**src/rtl/pipe_pkg.sv**
```systemverilog
// Shared types for the forwarding / hazard controller.
//   fwd_sel_t  : 2-bit bypass select for one EX-stage operand
//   FWD_*      : select encodings (register file, EX/MEM, MEM/WB, WB write data)
//   hz_state_e : hazard FSM state
package pipe_pkg;

  typedef logic [1:0] fwd_sel_t;

  localparam fwd_sel_t FWD_NONE = 2'b00;
  localparam fwd_sel_t FWD_D1   = 2'b01;
  localparam fwd_sel_t FWD_D2   = 2'b10;
  localparam fwd_sel_t FWD_D3   = 2'b11;

  typedef enum logic {
    StRun,
    StStall
  } hz_state_e;

endpackage

```
**src/rtl/fwd_hazard_ctrl_if.sv**
```systemverilog
// Pipeline-side bundle for fwd_hazard_ctrl.
//   master : the pipeline; drives ID sources, producer info and pipe_hold,
//            receives fwd_sel / stall / ex_bubble
//   slave  : the controller
interface fwd_hazard_ctrl_if #(
  parameter int unsigned AW   = 4,
  parameter int unsigned NSRC = 2
);
  logic [NSRC*AW-1:0] id_src;
  logic [NSRC-1:0]    id_use;
  logic [AW-1:0]      ex_rd;
  logic [AW-1:0]      mem_rd;
  logic [AW-1:0]      wb_rd;
  logic               ex_wr;
  logic               mem_wr;
  logic               wb_wr;
  logic               ex_load;
  logic               pipe_hold;
  logic [NSRC*2-1:0]  fwd_sel;
  logic               stall;
  logic               ex_bubble;

  modport master (
    output id_src, id_use, ex_rd, mem_rd, wb_rd, ex_wr, mem_wr, wb_wr, ex_load, pipe_hold,
    input  fwd_sel, stall, ex_bubble
  );

  modport slave (
    input  id_src, id_use, ex_rd, mem_rd, wb_rd, ex_wr, mem_wr, wb_wr, ex_load, pipe_hold,
    output fwd_sel, stall, ex_bubble
  );
endinterface

```
**src/rtl/fwd_resolve.sv**
```systemverilog
// Per-operand producer match and nearest-producer priority.
//   src_i/use_i        : ID-stage source address and its read flag
//   {ex,mem,wb}_rd_i/wr_i : destination and write-enable of each producer stage
//   sel_o              : resolved bypass select
//   ex_hit_o           : operand depends on the instruction in EX
module fwd_resolve
  import pipe_pkg::*;
#(
  parameter int unsigned AW       = 4,
  parameter int unsigned ZERO_REG = 1
) (
  input  logic [AW-1:0] src_i,
  input  logic          use_i,
  input  logic [AW-1:0] ex_rd_i,
  input  logic          ex_wr_i,
  input  logic [AW-1:0] mem_rd_i,
  input  logic          mem_wr_i,
  input  logic [AW-1:0] wb_rd_i,
  input  logic          wb_wr_i,
  output fwd_sel_t      sel_o,
  output logic          ex_hit_o
);

  logic ex_hit, mem_hit, wb_hit;

  // Hardwired zero register is never a real producer.
  assign ex_hit  = use_i && ex_wr_i  && (ex_rd_i  == src_i) && !(ZERO_REG != 0 && ex_rd_i  == '0);
  assign mem_hit = use_i && mem_wr_i && (mem_rd_i == src_i) && !(ZERO_REG != 0 && mem_rd_i == '0);
  assign wb_hit  = use_i && wb_wr_i  && (wb_rd_i  == src_i) && !(ZERO_REG != 0 && wb_rd_i  == '0);

  always_comb begin
    sel_o = FWD_NONE;
    if (ex_hit)       sel_o = FWD_D1;
    else if (mem_hit) sel_o = FWD_D2;
    else if (wb_hit)  sel_o = FWD_D3;
  end

  assign ex_hit_o = ex_hit;

endmodule

```
**src/rtl/fwd_hazard_ctrl.sv**
```systemverilog
// Forwarding and load-use hazard controller.
//   clk, rst_n : clock, asynchronous active-low reset
//   bus        : fwd_hazard_ctrl_if.slave (ID sources, producers, pipe_hold in;
//                registered fwd_sel, combinational stall / ex_bubble out)
//   stall_cnt, fwd_cnt : saturating performance counters, present only when
//                FWD_HAZARD_PERF_EN is defined
module fwd_hazard_ctrl
  import pipe_pkg::*;
#(
  parameter int unsigned AW       = 4,
  parameter int unsigned NSRC     = 2,
  parameter int unsigned ZERO_REG = 1
) (
  input  logic                clk,
  input  logic                rst_n,
  fwd_hazard_ctrl_if.slave    bus
`ifdef FWD_HAZARD_PERF_EN
  ,
  output logic [31:0]         stall_cnt,
  output logic [31:0]         fwd_cnt
`endif
);

  fwd_sel_t          res_sel [NSRC];
  logic [NSRC-1:0]   ex_hit;
  logic              load_use;
  logic [NSRC*2-1:0] fwd_d, fwd_q;
  hz_state_e         state_q;

  for (genvar i = 0; i < NSRC; i++) begin : g_res
    fwd_resolve #(
      .AW       (AW),
      .ZERO_REG (ZERO_REG)
    ) u_res (
      .src_i    (bus.id_src[i*AW +: AW]),
      .use_i    (bus.id_use[i]),
      .ex_rd_i  (bus.ex_rd),
      .ex_wr_i  (bus.ex_wr),
      .mem_rd_i (bus.mem_rd),
      .mem_wr_i (bus.mem_wr),
      .wb_rd_i  (bus.wb_rd),
      .wb_wr_i  (bus.wb_wr),
      .sel_o    (res_sel[i]),
      .ex_hit_o (ex_hit[i])
    );
  end

  // ex_hit already requires ex_wr, so a load-use is a load with any EX dependency.
  assign load_use = bus.ex_load && (|ex_hit);

  // A load-use inserts a bubble into EX, so nothing gets bypassed there.
  always_comb begin
    fwd_d = '0;
    for (int i = 0; i < NSRC; i++) begin
      fwd_d[2*i +: 2] = load_use ? FWD_NONE : res_sel[i];
    end
  end

  assign bus.stall     = (state_q == StRun) && load_use && !bus.pipe_hold;
  assign bus.ex_bubble = bus.stall;
  assign bus.fwd_sel   = fwd_q;

  always_ff @(posedge clk or negedge rst_n) begin
    if (!rst_n) begin
      state_q <= StRun;
      fwd_q   <= '0;
    end else if (!bus.pipe_hold) begin
      fwd_q <= fwd_d;
      unique case (state_q)
        StRun:   if (load_use) state_q <= StStall;
        StStall: state_q <= StRun;
        default: state_q <= StRun;
      endcase
    end
  end

`ifdef FWD_HAZARD_PERF_EN
  logic [31:0] stall_cnt_q, fwd_cnt_q;

  always_ff @(posedge clk or negedge rst_n) begin
    if (!rst_n) begin
      stall_cnt_q <= '0;
      fwd_cnt_q   <= '0;
    end else begin
      if (bus.stall && stall_cnt_q != '1) stall_cnt_q <= stall_cnt_q + 32'd1;
      if (!bus.pipe_hold && (|fwd_d) && fwd_cnt_q != '1) fwd_cnt_q <= fwd_cnt_q + 32'd1;
    end
  end

  assign stall_cnt = stall_cnt_q;
  assign fwd_cnt   = fwd_cnt_q;
`endif

endmodule

```
**src/flat_wrapper.sv**
```systemverilog
// flat-port wrapper written by rule: the top's interface ports become plain ports
module fwd_hazard_ctrl_flat import pipe_pkg::*;
#(
  parameter int unsigned AW       = 4,
  parameter int unsigned NSRC     = 2,
  parameter int unsigned ZERO_REG = 1
)
  (clk, rst_n, bus_id_src, bus_id_use, bus_ex_rd, bus_mem_rd, bus_wb_rd, bus_ex_wr, bus_mem_wr, bus_wb_wr, bus_ex_load, bus_pipe_hold, bus_fwd_sel, bus_stall, bus_ex_bubble);
  fwd_hazard_ctrl_if #(.AW(AW), .NSRC(NSRC)) bus_i ();
  input  logic clk;
  input  logic rst_n;
  input wire logic [$bits(bus_i.id_src)-1:0] bus_id_src;
  input wire logic [$bits(bus_i.id_use)-1:0] bus_id_use;
  input wire logic [$bits(bus_i.ex_rd)-1:0] bus_ex_rd;
  input wire logic [$bits(bus_i.mem_rd)-1:0] bus_mem_rd;
  input wire logic [$bits(bus_i.wb_rd)-1:0] bus_wb_rd;
  input wire logic [$bits(bus_i.ex_wr)-1:0] bus_ex_wr;
  input wire logic [$bits(bus_i.mem_wr)-1:0] bus_mem_wr;
  input wire logic [$bits(bus_i.wb_wr)-1:0] bus_wb_wr;
  input wire logic [$bits(bus_i.ex_load)-1:0] bus_ex_load;
  input wire logic [$bits(bus_i.pipe_hold)-1:0] bus_pipe_hold;
  output wire logic [$bits(bus_i.fwd_sel)-1:0] bus_fwd_sel;
  output wire logic [$bits(bus_i.stall)-1:0] bus_stall;
  output wire logic [$bits(bus_i.ex_bubble)-1:0] bus_ex_bubble;
  assign bus_i.id_src = bus_id_src;
  assign bus_i.id_use = bus_id_use;
  assign bus_i.ex_rd = bus_ex_rd;
  assign bus_i.mem_rd = bus_mem_rd;
  assign bus_i.wb_rd = bus_wb_rd;
  assign bus_i.ex_wr = bus_ex_wr;
  assign bus_i.mem_wr = bus_mem_wr;
  assign bus_i.wb_wr = bus_wb_wr;
  assign bus_i.ex_load = bus_ex_load;
  assign bus_i.pipe_hold = bus_pipe_hold;
  assign bus_fwd_sel = bus_i.fwd_sel;
  assign bus_stall = bus_i.stall;
  assign bus_ex_bubble = bus_i.ex_bubble;
  fwd_hazard_ctrl #(.AW(AW), .NSRC(NSRC), .ZERO_REG(ZERO_REG)) u_core (.clk(clk), .rst_n(rst_n), .bus(bus_i));
endmodule
```
**config.mk**
```make
export PLATFORM = sky130hd
export DESIGN_NAME = fwd_hazard_ctrl_flat
export DESIGN_NICKNAME = d
export VERILOG_FILES = /design/src/rtl/pipe_pkg.sv /design/src/rtl/fwd_hazard_ctrl_if.sv /design/src/rtl/fwd_resolve.sv /design/src/rtl/fwd_hazard_ctrl.sv /design/src/flat_wrapper.sv
export SDC_FILE = /design/constraint.sdc
export NUM_CORES = 1
export LEC_CHECK = 0
export ABC_AREA = 1
export BUFFER_PORTS_ARGS = -buffer_cell sky130_fd_sc_hd__buf_2
export CORE_UTILIZATION = 45
export DETAILED_ROUTE_END_ITERATION = 7
export PLACE_DENSITY = 0.76
export SLEW_MARGIN = 10
export SYNTH_ARGS = -nofsm -noshare
export SYNTH_HDL_FRONTEND = slang
export SYNTH_SLANG_ARGS = --single-unit
```
**constraint.sdc**
```tcl
create_clock -name clk -period 2.2 [get_ports clk]
set_input_delay 0.22 -clock clk [delete_from_list [all_inputs] [get_ports clk]]
set_output_delay 0.22 -clock clk [all_outputs]
set_load 0.02 [all_outputs]
```
== Word-level counts from Yosys, hierarchy flattened ==
Cells that the tools add are included.
Storage, ports and cells
  logic and storage cells: 48
  input bits: 29
  ROM bits: 0
  memories kept: 0
  latch bits: 0
  bits in writable memories: 0
  bits in registers: 5
  output and inout bits: 6
Cells by class
  $add $sub $neg: 0
  equal/unequal tests: 6
  magnitude comparators: 0
  mux-type cells: 10
  shift-type cells: 0
  divide/modulo/power cells: 0
  multipliers: 0
  reductions and logical operators: 29
  bitwise gates (word level): 1
Operators by type and width (count)
  $eq 4x4->1: 6
  $logic_and 1x1->1: 21
  $mux 2: 8
  $logic_not 4->1: 3
  $logic_not 1->1: 4
  $pmux 1 s2: 1
  $reduce_or 2->1: 1
  $mux 1: 1
  $not 1->1: 1

== Longest topological paths before layout ==
Gate-level depths: netlist of the first run.
  depth in word-level cells: 7
  gate-level depth with buffers: 11
  mapped depth without buffers: 11

== Cells and area by module ==
From an unflattened synthesis of the first run, not the netlist that was laid out.
Unflattened totals
  cell total of the unflattened synthesis: 194
  area, all modules: 889.6 um2
Modules (own cells, without submodules)
  fwd_resolve: cells an instance 79, sequential area each 0.0 um2, times used 2, area each 314.1 um2
  fwd_hazard_ctrl: cells an instance 36, sequential area each 125.1 um2, times used 1, area each 261.5 um2

== Worst setup path after synthesis of the first run ==
OpenSTA, ideal clock, no wires.
  path type: input port to output port
  start point: input port bus_ex_rd[2]
  end point: output port bus_stall
  slack: 0.719 ns
  data arrival time: 1.261 ns
  path buffers: 1
  stages: 9
  required time: 1.980 ns
  cells stage by stage: inv_1 -> nand2_1 -> nand2_1 -> nand2_1 -> nand3b_1 -> nand2_1 -> nand2_2 -> nor2_1 -> buf_4
On the way
  word-level cells in the longest chain between the ends: 7
  elaborated cells on any way between the ends: 12
  classes of those cells: 2 x eq/ne; 10 x reduce/logical
RTL lines
  start: declaration: line flat_wrapper.sv:14  | input wire logic [$bits(bus_i.ex_rd)-1:0] bus_ex_rd;
  $eq 4x4->1 / $logic_not 4->1 (equally long branches): line fwd_resolve.sv:27  | assign ex_hit = use_i && ex_wr_i && (ex_rd_i == src_i) && !(ZERO_REG != 0 && ex_rd_i == '0);
  $logic_and 1x1->1 / $logic_not 1->1 (equally long branches): line fwd_resolve.sv:27
  $logic_and 1x1->1: line fwd_resolve.sv:27
  $reduce_or 2->1 (*): line fwd_hazard_ctrl.sv:49  | assign load_use = bus.ex_load && (|ex_hit);
  $logic_and 1x1->1 (*): line fwd_hazard_ctrl.sv:49
  $logic_and 1x1->1 (*) (2 in series): line fwd_hazard_ctrl.sv:59  | assign bus.stall = (state_q == StRun) && load_use && !bus.pipe_hold;
  end: declaration: line flat_wrapper.sv:23  | output wire logic [$bits(bus_i.stall)-1:0] bus_stall;
Mark *: on every way between the ends. The rest lies on a longest branch, timed or not.

== Worst setup path in the final report of the first run ==
  start point: register u_core.state_q
  end point: output port bus_ex_bubble
On the way
  word-level cells in the longest chain between the ends: 3
RTL lines
  start: declaration: line fwd_hazard_ctrl.sv:28  | hz_state_e state_q;
  start signal: assignment: line fwd_hazard_ctrl.sv:65  | state_q <= StRun;
  start signal: assignment: line fwd_hazard_ctrl.sv:70  | StRun: if (load_use) state_q <= StStall;
  start signal: assignment: line fwd_hazard_ctrl.sv:71  | StStall: state_q <= StRun;
  $not 1->1: line fwd_hazard_ctrl.sv:59
  $logic_and 1x1->1 (2 in series): line fwd_hazard_ctrl.sv:59
  end: declaration: line flat_wrapper.sv:24  | output wire logic [$bits(bus_i.ex_bubble)-1:0] bus_ex_bubble;
No other way between the ends.

==> results of run 1 <==
-- through the flow --
stage | setup WS [ns] | hold WS, ns
after CTS | 0.714 | 0.247
after floorplan | 0.719 | -0.0756
after detailed placement | 0.740 | 0.0409
final | 0.726 | 0.255
after global placement | 0.771 | 0.0373
after global routing | 0.595 | 0.260
-- state kept, by name, summed over array words and instances, names as in the netlist --
register / cells
u_core.bus.fwd_sel: 4
u_core.state_q: 1
-- repair_timing --
item	in CTS	in global routing
hold buffers	1	0
setup endpoints to repair	0	0
endpoints found under the hold margin	5	0
-- layout by cell type (no fill, tap or decap) --
cell / synthesis / routed
nand2_1: 93 / 93
buf_2: 0 / 34
inv_1: 28 / 28
nor2_1: 23 / 23
nand3_1: 8 / 8
inv_2: 5 / 5
dfrtp_1: 5 / 5
nor2_2: 4 / 4
clkbuf_4: 0 / 3
o21ai_1: 2 / 2
a21oi_1: 2 / 2
or2_2: 1 / 1
nand3b_1: 1 / 1
nand3_2: 1 / 1
nand2_2: 1 / 1
o21ai_2: 1 / 1
clkbuf_1: 0 / 1
dlygate4sd3_1: 0 / 1
-- final cells by class --
cell class / instances / area [µm²] / area share [%]
Clock buffer: 4 / 26.3 / 2.51
Multi-Input combinational cell: 137 / 559 / 53.5
Tap cell: 25 / 31.3 / 2.99
Sequential cell: 5 / 125 / 12.0
Timing Repair Buffer: 35 / 180 / 17.2
Inverter: 33 / 124 / 11.8
-- power by group through the flow --
stage / clock [mW] / combinational (mW) / sequential [mW]
after global placement: 0 / 0.134 / 0.0977
after CTS: 0.110 / 0.140 / 0.0965
after global routing: 0.121 / 0.160 / 0.0966
after detailed placement: 0 / 0.138 / 0.0978
after floorplan: 0 / 0.0749 / 0.101
final: 0.107 / 0.140 / 0.0966
-- tightest hold or removal path, stage by stage --
cell and delay (ns):
buf_2 0.14, nand2_1 0.06, nand2_1 0.04
-- worst paths after layout --
path	startpoint	end	slack, ns	cells after the start
hold / removal	bus_pipe_hold	u_core.bus.fwd_sel[2]	0.26	3
setup / recovery	u_core.state_q	bus_ex_bubble	0.73	3
hold reg to reg	u_core.bus.fwd_sel[3]	u_core.bus.fwd_sel[3]	0.48	2
setup reg to reg	u_core.state_q	u_core.state_q	1.33	2
max in group asynchronous	rst_n	u_core.state_q	1.75	2
min in group asynchronous	rst_n	u_core.bus.fwd_sel[3]	0.32	2
-- per-layer routing --
metal  vias to the layer above  share of wire (%)  GRT usage [%]
met4                         0                  0              0
met3                         0                4.5           3.67
met1                       453                 49           28.5
li1                        590                  -              -
met2                        24                 47           41.2
met5                         -                  0              0
-- logic make-up after synthesis --
family,synth area share [%]
simple gates,65.0
buf+inv,16.1
flops,15.3
compound gates,3.53
==> summary.md, run 1 <==
| Metric | Value |
|---|---|
| Status | finished, final reports clean |
| Max_slew headroom | 90.2% |
| Initial antenna violation count | 0 |
| RePlAce Congestion | 0.868 |
| Clk pwr share | 31.2% |
| Sw Share | 36.8% |
| Fillers | 189 |
| Worst-Margin Slew | 0.146 ns |
| Synth top cells by count | 93 x nand2_1, 28 x inv_1, 23 x nor2_1 |
| Detailed placement HPWL | 1800 µm |
| DRT antenna net count | 0 |
| Synthesis-stage register bit count | 5 |
| CP Cell Sequence | or2_2 -> nor2_1 -> buf_2 |
| Overflow after GRT | 0 |
| Setup Buffers After CTS | 0 |
| Die width | 44.6 µm |
| Total internal power | 0.217 mW |
| Tightest Hold Check Type | in2reg |
| Final setup vio count | 0 |
| Hold Fails Final Rpt | 0 |
| Area after DPL | 1010 µm² |
| Starting Density | 47.8% |
| Primary FF master, synth | dfrtp_1 |
| Layout cells sized above 1 | 23.4% |
| Async set-reset flop share out of synthesis | 100% |
| Synth Cell Area | 816 µm² |
| Placed cells | 234 |
| Post-synthesis cell type count | 15 |
| Setup_tns | 0 ns |
| DIE AREA | 1990 µm² |
| Post-synth EDFFs | 0 |
| Worst Setup End Kind | output port |
| Pwr/cell area | 329 nW/µm² |
| Leakage | 0.766 nW |
| Seq pwr share | 28.1% |
| Avg WL per Cell | 8.62 µm |
| CP Max Fanout | 2 |
| Psw | 0.126 mW |
| Maximum VDD drop | 0.254 mV |
| Max-cap viol count | 0 |
| Fin crit share | 67.0% |
| First-pass GRT wire length | 3380 µm |
| # DRC | 0 |
| CP max-delay cell | dfrtp_1 |
| Final min period | 1.47 ns |
| CP Launch Type | register |
| Worst EP arrival | 1.25 ns |
| Top cell type's share of synthesized area | 42.8% |
| CP top delay family | simple AND/OR/NAND/NOR gates |
| CP peak stage delay | 0.37 ns |
| I/O pin count | 35 |
| Critical Path RT | 1.98 ns |
| Routed vias | 1,067 |
| Row count | 15 |
| Worst-path clk slew | 0.04 ns |
| Most common cell in the netlist | nand2_1 |
| Starting DRT DRC Count | 18 |
| Global router's overall resource usage | 22.3% |
| CTS tree | built |
| Achievable clock frequency | 678 MHz |
| DIE HEIGHT | 44.6 µm |
| Clk sinks | 5 |
| Tot Pwr | 0.344 mW |
| Final Skew | 0 ns |
| Via density | 4.46 |
| Worst setup path category | reg2out |
| CTS Buffer Depth | 2 |
| Largest net degree at the start of global routing | 8 |
| Post-route insts no fill | 239 |
| CTS resizes | 0 |
| Nets | 244 |
| Clk root buf | clkbuf_4 |
| Crit path buf inv count | 1 |
| Finished Core Util | 61.2% |
| Layout area overhead | 28.2% |
| Post-Syn Area per Cell | 4.64 µm² |
| Post-synth top area cell | nand2_1 |
| TritonRoute pass-1 iters | 4 |
| RSZ-0062 raised after global routing | false |
| # H-tree levels | 1 |
| Seq/Total Area, Yosys | 15.3% |
| Combinational share of power | 40.7% |
| Gate Count Post-Synth | 176 |
| Worst-Skew Late Latency | 0.24 ns |
| Vias in the first global route | 912 |
| # diodes | 0 |
| Cell area after layout | 1050 µm² |
| Net Count, Synth | 205 |
| Yosys warns | 0 |
| Cts bufs inserted | 3 |
| PortBufs | 34 |
| Routed wire length | 2060 µm |
| Max Transition Viols Final | 0 |
| Area contributors post-synth | nand2_1 43%, dfrtp_1 15%, inv_1 13%, nor2_1 11%, nand3_1 4.9% |
| Core Footprint | 1710 µm² |
Power figures use the tool's default switching activity.
==> run 2, diff against run 1 <==
- CORE_UTILIZATION: 45 -> 42
- PLACE_DENSITY: 0.76 -> 0.75
- clock period: 2.2 -> 1.3 ns (I/O delays scaled with it)
==> summary.md, run 2 (synthesized netlist as in run 1, its figures left out) <==
| Metric | Value |
|---|---|
| Routed wire length | 2210 µm (+7.4%) |
| DIE HEIGHT | 46.1 µm (+3.4%) |
| Status | finished, final reports clean |
| FF-to-FF path depth | 3 (+1) |
| CP Cell Sequence | or2_4 -> nor2_4 -> buf_6 |
| Cell area after layout | 1110 µm² (+5.7%) |
| Fin crit share | 98.2% |
| Worst setup path category | reg2out |
| Via density | 4.51 (+0.93%) |
| Critical path destination | bus_ex_bubble |
| RSZ-0062 raised after global routing | true |
| TritonRoute pass-1 iters | 4 (unchanged) |
| Layout cells sized above 1 | 25.7% (+2.3 points) |
| Max-cap viol count | 0 (unchanged) |
| Max reg flops | 4 (unchanged) |
| Most frequent cells in the layout | 92 x nand2_1, 32 x buf_2, 28 x inv_1, 22 x nor2_1, 8 x nand3_1 |
| Commonest non-fill, non-tap cell in the layout | nand2_1 |
| Final Skew | 0 ns (unchanged) |
| RePlAce Congestion | 0.846 (-2.5%) |
| Pwr/cell area | 537 nW/µm² (+63%) |
| Routed wl met3 | 117 µm (+26%) |
| Leakage | 0.792 nW (+3.4%) |
| Detailed placement HPWL | 1790 µm (-0.48%) |
| Area after DPL | 1010 µm² (+0.25%) |
| First-pass GRT wire length | 3460 µm (+2.4%) |
| Layout area overhead | 35.6% |
| Core Footprint | 1760 µm² (+3.3%) |
| Initial antenna violation count | 0 (unchanged) |
| Starting DRT DRC Count | 26 (+8) |
| Worst-Margin Slew | 0.163 ns (+0.0173 ns) |
| # diodes | 0 (unchanged) |
| Reg-to-reg startpoint | u_core.state_q |
| Critical Path RT | 1.17 ns (-0.81 ns) |
| Final setup vio count | 0 (unchanged) |
| RR Endpoint | u_core.state_q |
| Worst EP arrival | 1.15 ns (-0.10 ns) |
| Fin Hold WS | 0.172 ns (-0.0837 ns) |
| Vias in the first global route | 890 (-2.4%) |
| Worst Setup End Kind | output port |
| Max Transition Viols Final | 0 (unchanged) |
| Avg WL per Cell | 9.10 µm (+5.6%) |
| Top sig layer | met3 |
| Achievable clock frequency | 783 MHz |
| CTS Buffer Depth | 2 (unchanged) |
| Die width | 46.1 µm (+3.4%) |
| DRT met1 WL | 1050 µm (+4.8%) |
| CP Max Fanout | 2 (unchanged) |
| Overflow after GRT | 0 (unchanged) |
| Worst-path clk slew | 0.04 ns (about the same) |
| Tot Pwr | 0.594 mW (+73%) |
| # H-tree levels | 1 (unchanged) |
| PortBufs | 34 (unchanged) |
| DIE AREA | 2120 µm² (+6.8%) |
| Max_slew headroom | 89.1% (-1.1 points) |
| Routed vias | 1,095 (+2.6%) |
| Tightest Hold Check Type | in2reg |
| Starting Density | 46.2% (-1.5 points) |
| Placed cells | 234 (unchanged) |
| DRT antenna net count | 0 (unchanged) |
| CP max-delay cell | dfrtp_1 |
| # DRC | 0 (unchanged) |
| CP peak stage delay | 0.38 ns (about the same) |
| Largest net degree at the start of global routing | 8 (unchanged) |
| Cts bufs inserted | 3 (unchanged) |
| I/O pin count | 35 (unchanged) |
| Nets | 248 (+1.6%) |
| Hold Crit Start | bus_pipe_hold |
| Final min period | 1.28 ns |
| Maximum VDD drop | 0.377 mV (+48%) |
| Crit path launch | u_core.state_q |
| Routed wl met2 | 1050 µm (+8.3%) |
| Setup_tns | 0 ns (unchanged) |
| Global router's overall resource usage | 22.3% (about the same) |
| Worst-Skew Late Latency | 0.25 ns (about the same) |
| Row count | 15 (unchanged) |
| Hold Fails Final Rpt | 0 (unchanged) |
| CTS tree | built |
| Worst R2R Setup Slack | 0.36 ns (-0.97 ns) |
| Clk sinks | 5 (unchanged) |
| Clk root buf | clkbuf_4 |
| Post-route insts no fill | 243 (+1.7%) |
| CP Launch Type | register |
## run 2: through the flow
stage | utilization [%] | setup slack, ns
after detailed placement | 57.4 | 0.0506
after floorplan | - | 0.0650
final | 62.7 | 0.0233
after global placement | 57.4 | 0.0856
after global routing | 62.7 | -0.0616
after CTS | 60.4 | 0.0181
## run 2: cell type report
cell class                 count  area [µm²]
fill                         206         658
inverter                      33         124
sequential                     5         125
timing repair buffer          39         223
tap                           25        31.3
multi-input combinational    137         577
clock buffer                   4        26.3
## run 2: power breakdown
group          total (mW)  internal [mW]  switching [mW]
combinational       0.248         0.0971           0.151
sequential          0.164          0.161         0.00231
clock               0.182          0.116          0.0660
## run 2: what timing repair did
item	CTS	global route
hold buffers	1	0
buffers inserted	0	4
endpoints found under the setup margin	2	2
hold endpoints to repair	5	0
pin swaps	1	4
gates resized for setup	5	3
## run 2: critical path, delay by kind of cell (launching register included)
kind,cells,cell delay (ns)
flip-flops,1,0.38
AND/OR/NAND/NOR,2,0.39
buffers and inverters,1,0.13
## run 2: layer usage
| metal | global-route usage (%) | vias to the layer above |
|---|---|---|
| li1 | - | 598 |
| met1 | 28.5 | 467 |
| met2 | 39.4 | 30 |
| met3 | 4.71 | 0 |
| met4 | 1.76 | 0 |
| met5 | 0 | - |
## run 2: worst min path at each step
stage | end | slack (ns) | depth (start not counted)
after floorplan | u_core.bus.fwd_sel[0] | -0.17 | 0
after detailed placement | u_core.bus.fwd_sel[2] | -0.05 | 1
after global routing | u_core.bus.fwd_sel[3] | 0.17 | 3
after global placement | u_core.bus.fwd_sel[2] | -0.05 | 1
final | u_core.bus.fwd_sel[3] | 0.17 | 3
after CTS | u_core.bus.fwd_sel[3] | 0.16 | 3
